==> config.mk <==
export PLATFORM = sky130hd
export DESIGN_NAME = wb_master_cmd
export DESIGN_NICKNAME = d
export VERILOG_FILES = /design/src/rtl/wb_master_cmd.sv
export SDC_FILE = /design/constraint.sdc
export NUM_CORES = 1
export LEC_CHECK = 0
export ABC_AREA = 1
export CAP_MARGIN = 10
export CORE_MARGIN = 4
export CORE_UTILIZATION = 39
export DETAILED_ROUTE_END_ITERATION = 8
export HOLD_SLACK_MARGIN = 0.05
export PLACE_DENSITY = 0.8
export SETUP_SLACK_MARGIN = 0.4
export SLEW_MARGIN = 20
export SYNTH_ARGS = -nofsm -noshare
export SYNTH_HDL_FRONTEND = slang
export SYNTH_SLANG_ARGS = --single-unit
==> constraint.sdc <==
create_clock -name wb_clk_i -period 1.5 [get_ports wb_clk_i]
set_input_delay 0.3 -clock wb_clk_i [delete_from_list [all_inputs] [get_ports wb_clk_i]]
set_output_delay 0.3 -clock wb_clk_i [all_outputs]
set_load 0.005 [all_outputs]
==> src/rtl/wb_master_cmd.sv <==
// Wishbone classic single-transfer initiator: valid/ready command in,
// one bus cycle out, completion/read-data response back.
// Optional bus timeout abort: define WB_MASTER_TIMEOUT_EN.
module wb_master_cmd #(
  parameter int DATA_WIDTH     = 32,
  parameter int ADDR_WIDTH     = 5,
  parameter int TIMEOUT_CYCLES = 16
) (
  input  logic                  wb_clk_i,
  input  logic                  wb_rst_i,
  input  logic                  cmd_valid_i,
  output logic                  cmd_ready_o,
  input  logic                  cmd_we_i,
  input  logic [ADDR_WIDTH-1:0] cmd_addr_i,
  input  logic [DATA_WIDTH-1:0] cmd_dat_i,
  input  logic                  cmd_lock_i,
  output logic                  rsp_valid_o,
  input  logic                  rsp_ready_i,
  output logic [DATA_WIDTH-1:0] rsp_dat_o,
  output logic                  rsp_err_o,
  output logic                  wb_cyc_o,
  output logic                  wb_stb_o,
  output logic                  wb_we_o,
  output logic                  wb_lock_o,
  output logic [ADDR_WIDTH-1:0] wb_addr_o,
  output logic [DATA_WIDTH-1:0] wb_dat_o,
  input  logic [DATA_WIDTH-1:0] wb_dat_i,
  input  logic                  wb_ack_i,
  input  logic                  wb_err_i
);

  localparam logic [1:0] IDLE = 2'd0;
  localparam logic [1:0] BUS  = 2'd1;
  localparam logic [1:0] RESP = 2'd2;

  logic [1:0] state;
  logic       term;

  assign term = wb_ack_i | wb_err_i;

`ifdef WB_MASTER_TIMEOUT_EN
  localparam int TW = (TIMEOUT_CYCLES > 2) ?
                      $clog2(TIMEOUT_CYCLES) : 1;
  localparam logic [TW-1:0] TO_LAST = TW'(TIMEOUT_CYCLES - 1);

  logic [TW-1:0] to_cnt;
  logic          to_hit;

  assign to_hit = (to_cnt == TO_LAST);

  // Count BUS cycles without termination; cleared on BUS entry
  always_ff @(posedge wb_clk_i) begin
    if (wb_rst_i) begin
      to_cnt <= '0;
    end else if (state != BUS) begin
      to_cnt <= '0;
    end else if (!term && !to_hit) begin
      to_cnt <= to_cnt + 1'b1;
    end
  end
`else
  logic to_hit;

  assign to_hit = 1'b0;
`endif

  // Transfer FSM with all outputs registered
  always_ff @(posedge wb_clk_i) begin
    if (wb_rst_i) begin
      state       <= IDLE;
      cmd_ready_o <= 1'b1;
      rsp_valid_o <= 1'b0;
      rsp_dat_o   <= '0;
      rsp_err_o   <= 1'b0;
      wb_cyc_o    <= 1'b0;
      wb_stb_o    <= 1'b0;
      wb_we_o     <= 1'b0;
      wb_lock_o   <= 1'b0;
      wb_addr_o   <= '0;
      wb_dat_o    <= '0;
    end else begin
      unique case (state)
        IDLE: begin
          if (cmd_valid_i) begin
            state       <= BUS;
            cmd_ready_o <= 1'b0;
            wb_cyc_o    <= 1'b1;
            wb_stb_o    <= 1'b1;
            wb_we_o     <= cmd_we_i;
            wb_lock_o   <= cmd_lock_i;
            wb_addr_o   <= cmd_addr_i;
            wb_dat_o    <= cmd_we_i ? cmd_dat_i : '0;
          end
        end
        BUS: begin
          if (term || to_hit) begin
            state       <= RESP;
            wb_cyc_o    <= 1'b0;
            wb_stb_o    <= 1'b0;
            wb_we_o     <= 1'b0;
            wb_lock_o   <= 1'b0;
            rsp_valid_o <= 1'b1;
            rsp_err_o   <= wb_err_i | ~term;
            rsp_dat_o   <= (wb_ack_i && !wb_err_i && !wb_we_o) ?
                           wb_dat_i : '0;
          end
        end
        RESP: begin
          if (rsp_ready_i) begin
            state       <= IDLE;
            rsp_valid_o <= 1'b0;
            cmd_ready_o <= 1'b1;
          end
        end
        default: begin
          state       <= IDLE;
          cmd_ready_o <= 1'b1;
          rsp_valid_o <= 1'b0;
          wb_cyc_o    <= 1'b0;
          wb_stb_o    <= 1'b0;
          wb_we_o     <= 1'b0;
          wb_lock_o   <= 1'b0;
        end
      endcase
    end
  end

endmodule

==> results_dict.tcl, run 1 <==
set metrics [dict create \
    status "complete, no violations" \
    via_per_inst 5.14 \
    final_common_cell "nand2_1" \
    p_comb_frac 0.201 \
    synth_cell_types 18 \
    core_area_um2 6940 \
    cts_hold_buffers 0 \
    fmax_ghz 0.737 \
    worstPathArrival_ns 1.63 \
    antenna_cells 0 \
    busiest_layer "met2" \
    route.vias.total 3281 \
    period_share 0.905 \
    grtUsageTotal 0.216 \
    pwr-share-clk 0.372 \
    min_path_type "primary input to flop" \
    overflow 0 \
    endpoint_kind "flop" \
    htreeDepth 3 \
    skew_ns 0.0124 \
    dieArea_um2 8710 \
    first_iter_violations 141 \
    slowest_delay_ns 0.36 \
    clock_latency_ns 0.35 \
    holdWs_ns 0.261 \
    final.setup.tns_ns 0 \
    dp_hpwl_um 6220 \
    nNetsFinal 614 \
    power_density_nw_per_um2 899 \
    tritoncts "yes" \
    yosysSeqAreaShare 0.543 \
    finalSetupViolCount 0 \
    area.growth.synth_to_final_pct 100 \
    grt_pass1_vias 3039 \
    final_cell_mix "79 x nand2_1, 73 x dfxtp_2, 73 x clkdlybuf4s50_1" \
    crit_chain "buf_6, nor3b_4, buf_6, buf_16, nand3_1, a21oi_2" \
    worstSetupPathType "flop to flop" \
    initial_utilization 0.409 \
    switchingPower_uw 1310 \
    slew_headroom 0.780 \
    drc 0 \
    syn_area_um2 2840 \
    gp_congestion 0.734 \
    cts_root_buf "clkbuf_8" \
    ir_drop_mv 0.536 \
    synth_cells 351 \
    fp.dieH_um 93.3 \
    required_ns 1.78 \
    dp.cells 590 \
    report.final.hold_viol_count 0 \
    reg2reg_slack_ns 0.14 \
    setup_slack_ns 0.142 \
    antenna_found_initial 0 \
    finalMaxSlewViolations 0 \
    ys_seq_elements 77 \
    ios 153 \
    p_int_uw 3800 \
    rsz0062_at_grt "true" \
    postSynthAreaPerCell_um2 8.09 \
    power_frac_seq 0.428 \
    cpMaxStageDelayCell "dfxtp_4" \
    start_kind "flop" \
    fin_crit_ns 1.36 \
    ys_warn_count 0 \
    maxCapViolations 0 \
    path_clk_slew_ns 0.09 \
    p_sw_frac 0.257 \
    path_buf_inv 3 \
    syn_nets 428 \
    grt_max_degree 38 \
    drt_wl_total_um 11900 \
    fp-row-count 30 \
    placedInstanceArea_um2 4520 \
    met1_usage 0.235 \
    cts.sinks 77 \
    final_area_um2 5690 \
    crit_top_cell "buf_6" \
    crit_fanout 8 \
    crit_family "buffers and inverters" \
    numPortBuffers 152 \
    firstDrtPassIters 4 \
    grt_pass1_wl_um 14800 \
    use_met3 0.0740 \
    worst_slew_pin_slew_ns 0.330 \
    fin_cells 638 \
    wl_per_cell_um 18.6 \
    ant_nets 0 \
    numCtsBuffers 9 \
    drive_gt1_frac 0.600 \
    met2_usage 0.385 \
    p_leak_uw 0.00234 \
    dp_slack_ns -0.0861 \
    die_w_um 93.3 \
    clock_path_buffers 2 \
]
per-stage QoR:
stage | util | total power [uW]
after floorplan | - | 2490
after global placement | 0.651 | 2930
after detailed placement | 0.651 | 2940
after CTS | 0.694 | 4850
after global routing | 0.819 | 5310
final | 0.819 | 5120
kinds of logic (layout without fill, tap and decap cells):
logic type / Yosys count / count (layout) / share of synthesized area
buffers and inverters: 35 / 226 / 0.0736
AOI/OAI and AO/OA: 76 / 76 / 0.134
DFF: 77 / 77 / 0.543
and+or+nand+nor: 163 / 163 / 0.249
synthesized netlist by cell type:
cell | number | area share
nand2_1 | 108 | 0.14
dfxtp_1 | 77 | 0.54
a21oi_1 | 71 | 0.13
nand3_1 | 37 | 0.065
nor2_1 | 12 | 0.016
clkbuf_1 | 8 | 0.011
buf_6 | 7 | 0.028
inv_1 | 7 | 0.0093
buf_2 | 6 | 0.011
o21ai_0 | 5 | 0.0088
buf_4 | 4 | 0.011
inv_2 | 2 | 0.0026
nor2_4 | 2 | 0.0079
inv_4 | 1 | 0.0022
nand2_2 | 1 | 0.0022
nand2_4 | 1 | 0.0040
nor2_8 | 1 | 0.0071
nor3b_2 | 1 | 0.0044
final timing paths:
check | startpoint | end | depth (start not counted)
worst max-delay path | wb_we_o | rsp_dat_o[17] | 6
worst min-delay path | wb_rst_i | rsp_dat_o[30] | 2
worst max register to register | wb_we_o | rsp_dat_o[17] | 6
worst min register to register | wb_dat_o[12] | wb_dat_o[12] | 2
per-layer routing:
| metal | vias to the layer above | share of wire |
|---|---|---|
| li1 | 1521 | - |
| met1 | 1574 | 0.37 |
| met3 | 29 | 0.080 |
| met2 | 157 | 0.52 |
| met4 | 0 | 0.028 |
| met5 | - | 0 |
flip-flops by register name, summed over array words and instances (netlist names):
| name | flops |
|---|---|
| rsp_dat_o | 32 |
| wb_dat_o | 32 |
| wb_addr_o | 5 |
| state | 2 |
| cmd_ready_o | 1 |
| rsp_err_o | 1 |
| rsp_valid_o | 1 |
| wb_lock_o | 1 |
| wb_stb_o | 1 |
| wb_we_o | 1 |
cell type report:
cell class	count	area (um2)
Timing Repair Buffer	200	2040
Sequential cell	77	1650
Multi-Input combinational cell	239	1590
Fill cell	383	1250
Clock buffer	10	128
Tap cell	96	120
Clock inverter	6	111
Inverter	10	55.1
timing repair:
item | 4_1_cts | 5_1_grt
gates cloned | 3 | 5
pin swaps | 6 | 40
endpoints found under the setup margin | 151 | 152
gates resized for setup | 418 | 163
buffers inserted | 14 | 10
power groups by stage:
| stage | Sequential [uW] | Clock [uW] | Combinational [uW] |
|---|---|---|---|
| 2_1_floorplan | 2220 | 0 | 270 |
| 3_3_place_gp | 2210 | 0 | 718 |
| 3_5_place_dp | 2210 | 0 | 724 |
| 4_1_cts | 2180 | 1910 | 759 |
| 5_1_grt | 2200 | 2030 | 1080 |
| 6_report | 2190 | 1900 | 1030 |
Note: power is estimated with default switching activity, not from simulation.
==> inputs of run 2 (changes only) <==
Settings changed: ABC_AREA 1 to unset, GPL_ROUTABILITY_DRIVEN set to 0, PLACE_DENSITY 0.8 to 0.79.
==> run 2 against run 1 <==
Compared with the run above: clock skew fell by 0.0021 ns; combinational power grew 16%; total power is 5.3% lower; critical path type unchanged; largest cell class unchanged.
==> results_dict.tcl, run 2 <==
set metrics [dict create \
    yosysTopAreaCell "dfxtp_1" \
    core_area_um2 7290 \
    numCtsBuffers 9 \
    grtUsageTotal 0.230 \
    cts.sinks 77 \
    initial_utilization 0.403 \
    fin_crit_ns 1.38 \
    fp.dieH_um 94.8 \
    grt_max_degree 46 \
    dp.cells 583 \
    syn_area_um2 2940 \
    min-delay-start "wb_rst_i" \
    endpoint_kind "flop" \
    final.setup.tns_ns 0 \
    r2r-start "wb_we_o" \
    postSynthAreaPerCell_um2 8.37 \
    async_flop_share 0 \
    p_leak_uw 0.00224 \
    worst_slew_pin_slew_ns 0.365 \
    n_fill_cell 432 \
    worstPathArrival_ns 1.65 \
    synth_cells 351 \
    tritoncts "yes" \
    rr_worst_depth 5 \
    dieArea_um2 8980 \
    fmax_ghz 0.724 \
    ios 153 \
    drc 0 \
    required_ns 1.76 \
    crit_fanout 5 \
    maxCapViolations 0 \
    path_clk_slew_ns 0.08 \
    fin_cells 643 \
    cts_root_buf "clkbuf_8" \
    via_per_inst 5.47 \
    drive_gt1_frac 0.594 \
    reg_top3 "rsp_dat_o x32, wb_dat_o x32, wb_addr_o x5" \
    yosysTopAreaCellShare 0.525 \
    wl_per_cell_um 20.2 \
    status "complete, no violations" \
    cts_hold_buffers 0 \
    synthTopCellsByArea "dfxtp_1 52%, a21oi_1 12%, nand3_1 11%" \
    report.final.hold_viol_count 0 \
    whs_endpoint "rsp_dat_o[3]" \
    fp-row-count 31 \
    reg2reg_slack_ns 0.12 \
    synth_top_family_by_area "simple AND/OR/NAND/NOR gates" \
    skew_ns 0.0103 \
    dp_hpwl_um 6510 \
    holdWs_ns 0.334 \
    numPortBuffers 152 \
    antenna_cells 0 \
    firstDrtPassIters 4 \
    synth-edff-count 0 \
    grt_pass1_vias 3314 \
    synth_mux_area_frac 0.00341 \
    start_kind "flop" \
    ir_drop_mv 0.679 \
    synthAdderAreaFrac 0 \
    synth_most_common_cell "dfxtp_1" \
    clock_latency_ns 0.36 \
    synth_cell_types 23 \
    first_iter_violations 139 \
    seq_area_um2 1640 \
    overflow 0 \
    yosysSeqAreaShare 0.525 \
    power_density_nw_per_um2 818 \
    finalMaxSlewViolations 0 \
    ys_top_cells_by_count "77 x dfxtp_1, 72 x a21oi_1, 64 x nand3_1" \
    ant_nets 0 \
    nNetsFinal 616 \
    worstSetupPathType "flop to flop" \
    finalSetupViolCount 0 \
    hold_depth 2 \
    multiInputGateArea_um2 1670 \
    ys.flop_type "dfxtp_1" \
    synth_compound_area_frac 0.196 \
    final_cell_mix "72 x dfxtp_2, 72 x clkdlybuf4s50_1, 58 x buf_6" \
    r2r-end "rsp_dat_o[11]" \
    slew_headroom 0.757 \
    die_w_um 94.8 \
    rsz0062_at_grt "true" \
    ys_seq_elements 77 \
    area.growth.synth_to_final_pct 102 \
    synth_xor_area_frac 0 \
    drt_wl_total_um 13000 \
    antenna_found_initial 0 \
    startpoint "wb_we_o" \
    htreeDepth 3 \
    ys_warn_count 0 \
    syn_nets 428 \
    grt_pass1_wl_um 16200 \
    min_path_type "primary input to flop" \
    route.vias.total 3517 \
    period_share 0.921 \
    synth_simple_gate_area_frac 0.204 \
    clock_path_buffers 2 \
]
[run 2: cell count changes in the layout (fill, tap and decap cells not counted), sizes merged, moves of 2 or more]
cell	previous run	this run
nand2b	0	6
buf	121	132
nand2	110	44
nor2	15	3
nor2b	0	2
clkbuf	14	19
o2bb2ai	0	2
dlygate4sd2	2	4
inv	9	1
clkinv	3	1
nand3	37	64
bufinv	3	0
o21ai	5	35
[run 2: how the worst max path moves through the flow]
stage | cells after the start | slack (ns) | to
floorplan | 6 | 0.21 | cmd_ready_o
global placement | 5 | -0.20 | wb_dat_o[31]
detailed placement | 5 | -0.27 | wb_lock_o
CTS | 7 | 0.21 | wb_dat_o[11]
global route | 7 | 0.07 | wb_dat_o[1]
finish | 5 | 0.12 | rsp_dat_o[11]
[run 2: layer usage]
metal / up-vias / global-route usage / wire length, um
met3: 36 / 0.0805 / 1060
met2: 171 / 0.417 / 6880
met4: 0 / 0.0817 / 405
met1: 1715 / 0.247 / 4640
li1: 1595 / - / -
met5: - / 0 / 0
[run 2: kinds of logic (layout without fill, tap and decap cells)]
kind of cell	Yosys count	after routing
DFF	77	77
buffers and inverters	38	231
AOI/OAI and AO/OA	112	112
muxes	1	1
and+or+nand+nor	123	123
[run 2: cell type report]
cell class                      count  share of cell area
Clock buffer                       13              0.0268
Clock inverter                      3             0.00338
Inverter                            1            0.000634
Multi-Input combinational cell    236               0.281
Sequential cell                    77               0.277
Tap cell                           99              0.0209
Timing Repair Buffer              214               0.390
[run 2: repair_timing]
item | in CTS | in global routing
gates resized for setup | 438 | 165
cloned | 8 | 6
setup endpoints to repair | 153 | 149
buffers inserted | 10 | 20
pin swaps | 18 | 59
[run 2: per-stage QoR]
stage	instance area [um2]	power, uW	setup slack (ns)	util
CTS	5010	4530	0.210	0.687
detailed placement	4560	2950	-0.273	0.626
floorplan	2980	2530	0.210	-
finish	5920	4850	0.119	0.812
global placement	4560	2930	-0.200	0.626
global route	5920	5010	0.0660	0.812
[run 2: report_power, final]
part           total (uW)  internal [uW]  switching (uW)
Sequential           2190           2130            57.1
Combinational        1190            674             514
Clock                1470            691             780
Total                4850           3500            1350
[run 2: critical path: stages, from the launching register on]
cell	delay (ns)
dfxtp_4	0.36
nor3b_4	0.28
buf_6	0.17
clkbuf_16	0.14
nand3_1	0.11
a21oi_1	0.22
==> inputs of run 3 (changes only) <==
Settings changed: SKIP_CTS_REPAIR_TIMING set to 1.
==> run 3 against run 2 <==
Compared with the run above: flip-flop and latch count is the same; non-clock buffer count shrank 26; clock power shrank 3%; global-route usage shrank 3.2 points; final cell count shrank 4.0%; register-to-register slack gained 0.04 ns; clock skew shrank 0.0031 ns; critical path type unchanged; critical endpoint is now wb_dat_o[13]; highest routed layer unchanged.
==> results_dict.tcl, run 3 (synthesized netlist as in run 2, its figures left out) <==
set metrics [dict create \
    crit_family "buffers and inverters" \
    p_int_uw 3310 \
    p_leak_uw 0.00199 \
    drive_gt1_frac 0.419 \
    cpMaxStageDelayCell "dfxtp_4" \
    first_iter_violations 123 \
    antenna_cells 0 \
    status "complete, no violations" \
    wl_per_cell_um 17.1 \
    worstSetupPathType "flop to flop" \
    fin_crit_ns 1.34 \
    crit_chain "buf_6, nor3b_4, buf_6, clkbuf_16, nand3_1, a21oi_1" \
    route.vias.total 3280 \
    period_share 0.894 \
    required_ns 1.77 \
    dp.cells 583 \
    drc 0 \
    final_cell_mix "72 x clkdlybuf4s50_1, 67 x dfxtp_2, 62 x a21oi_1" \
    clock_path_buffers 2 \
    htreeDepth 3 \
    drt_wl_total_um 10600 \
    holdWs_ns 0.319 \
    antenna_found_initial 0 \
    slew_headroom 0.819 \
    initial_utilization 0.403 \
    die_w_um 94.8 \
    final.setup.tns_ns 0 \
    maxCapViolations 0 \
    finalMaxSlewViolations 0 \
    start_kind "flop" \
    nNetsFinal 590 \
    worst_slew_pin_slew_ns 0.269 \
    skew_ns 0.00720 \
    clock_latency_ns 0.35 \
    via_per_inst 5.32 \
    power_frac_seq 0.488 \
    grtUsageTotal 0.198 \
    fp.dieH_um 94.8 \
    ant_nets 0 \
    pwr-share-clk 0.319 \
    numPortBuffers 152 \
    fmax_ghz 0.745 \
    finalSetupViolCount 0 \
    dp_hpwl_um 6510 \
    firstDrtPassIters 4 \
    cp.depth 6 \
    path_clk_slew_ns 0.08 \
    area.growth.synth_to_final_pct 70.9 \
    final_common_cell "clkdlybuf4s50_1" \
    slowest_delay_ns 0.37 \
    grt_pass1_wl_um 14100 \
    path_buf_inv 3 \
    crit_fanout 9 \
    p_comb_frac 0.193 \
    dieArea_um2 8980 \
    cts_root_buf "clkbuf_8" \
    crit_top_cell "buf_6" \
    cts.sinks 77 \
    min_path_type "primary input to flop" \
    worstPathArrival_ns 1.61 \
    hold_depth 2 \
    endpoint_kind "flop" \
    ios 153 \
    fin_cells 617 \
    switchingPower_uw 1170 \
    power_density_nw_per_um2 893 \
    reg_top3 "rsp_dat_o x32, wb_dat_o x32, wb_addr_o x5" \
    p_sw_frac 0.261 \
    grt_pass1_vias 3001 \
    ir_drop_mv 0.709 \
    tritoncts "yes" \
    core_area_um2 7290 \
    rsz0062_at_grt "true" \
    rr_worst_depth 6 \
    final_area_um2 5020 \
    placedInstanceArea_um2 4560 \
    report.final.hold_viol_count 0 \
    overflow 0 \
    reg2reg_slack_ns 0.16 \
    fp-row-count 31 \
    grt_max_degree 46 \
    numCtsBuffers 9 \
]
[run 3: cell types whose count changed in the layout (fill, tap and decap cells not counted), moves of 18 or more]
| cell | delta |
|---|---|
| o21ai_0 | +20 |
| a21oi_2 | -30 |
| buf_2 | -26 |
| a21oi_1 | +30 |
| buf_6 | -18 |
| nand3_1 | +26 |
| nand3_2 | -19 |
| clkbuf_2 | +42 |
[run 3: final timing paths]
check	startpoint	to
worst max register to register	state[0]	wb_dat_o[13]
worst min register to register	wb_dat_o[0]	wb_dat_o[0]
worst min-delay path	wb_rst_i	rsp_dat_o[4]
worst max-delay path	state[0]	wb_dat_o[13]
[run 3: power groups by stage]
| stage | clock network, uW | registers (uW) | logic (uW) |
|---|---|---|---|
| global placement | 0 | 2210 | 723 |
| global route | 1540 | 2200 | 917 |
| CTS | 1450 | 2170 | 741 |
| detailed placement | 0 | 2210 | 738 |
| finish | 1430 | 2190 | 865 |
| floorplan | 0 | 2210 | 316 |
[run 3: metrics by stage]
stage	worst slack [ns]	utilization	total power (uW)
6_report	0.159	0.688	4480
5_1_grt	0.118	0.688	4660
4_1_cts	-0.146	0.650	4360
3_5_place_dp	-0.273	0.626	2950
3_3_place_gp	-0.200	0.626	2930
2_1_floorplan	0.210	-	2530
[run 3: cell type report]
class / count / area [um2]
Clock inverter: 3 / 20.0
Inverter: 1 / 3.75
Clock buffer: 13 / 159
Tap cell: 99 / 124
Multi-Input combinational cell: 236 / 1280
Sequential cell: 77 / 1630
Fill cell: 582 / 2270
Timing Repair Buffer: 188 / 1800
[run 3: per-layer routing]
| metal | wire, um | vias to the layer above | GRT usage |
|---|---|---|---|
| met2 | 5200 | 151 | 0.338 |
| li1 | - | 1539 | - |
| met4 | 182 | 0 | 0.0733 |
| met3 | 1040 | 17 | 0.0725 |
| met5 | 0 | - | 0 |
| met1 | 4120 | 1573 | 0.226 |
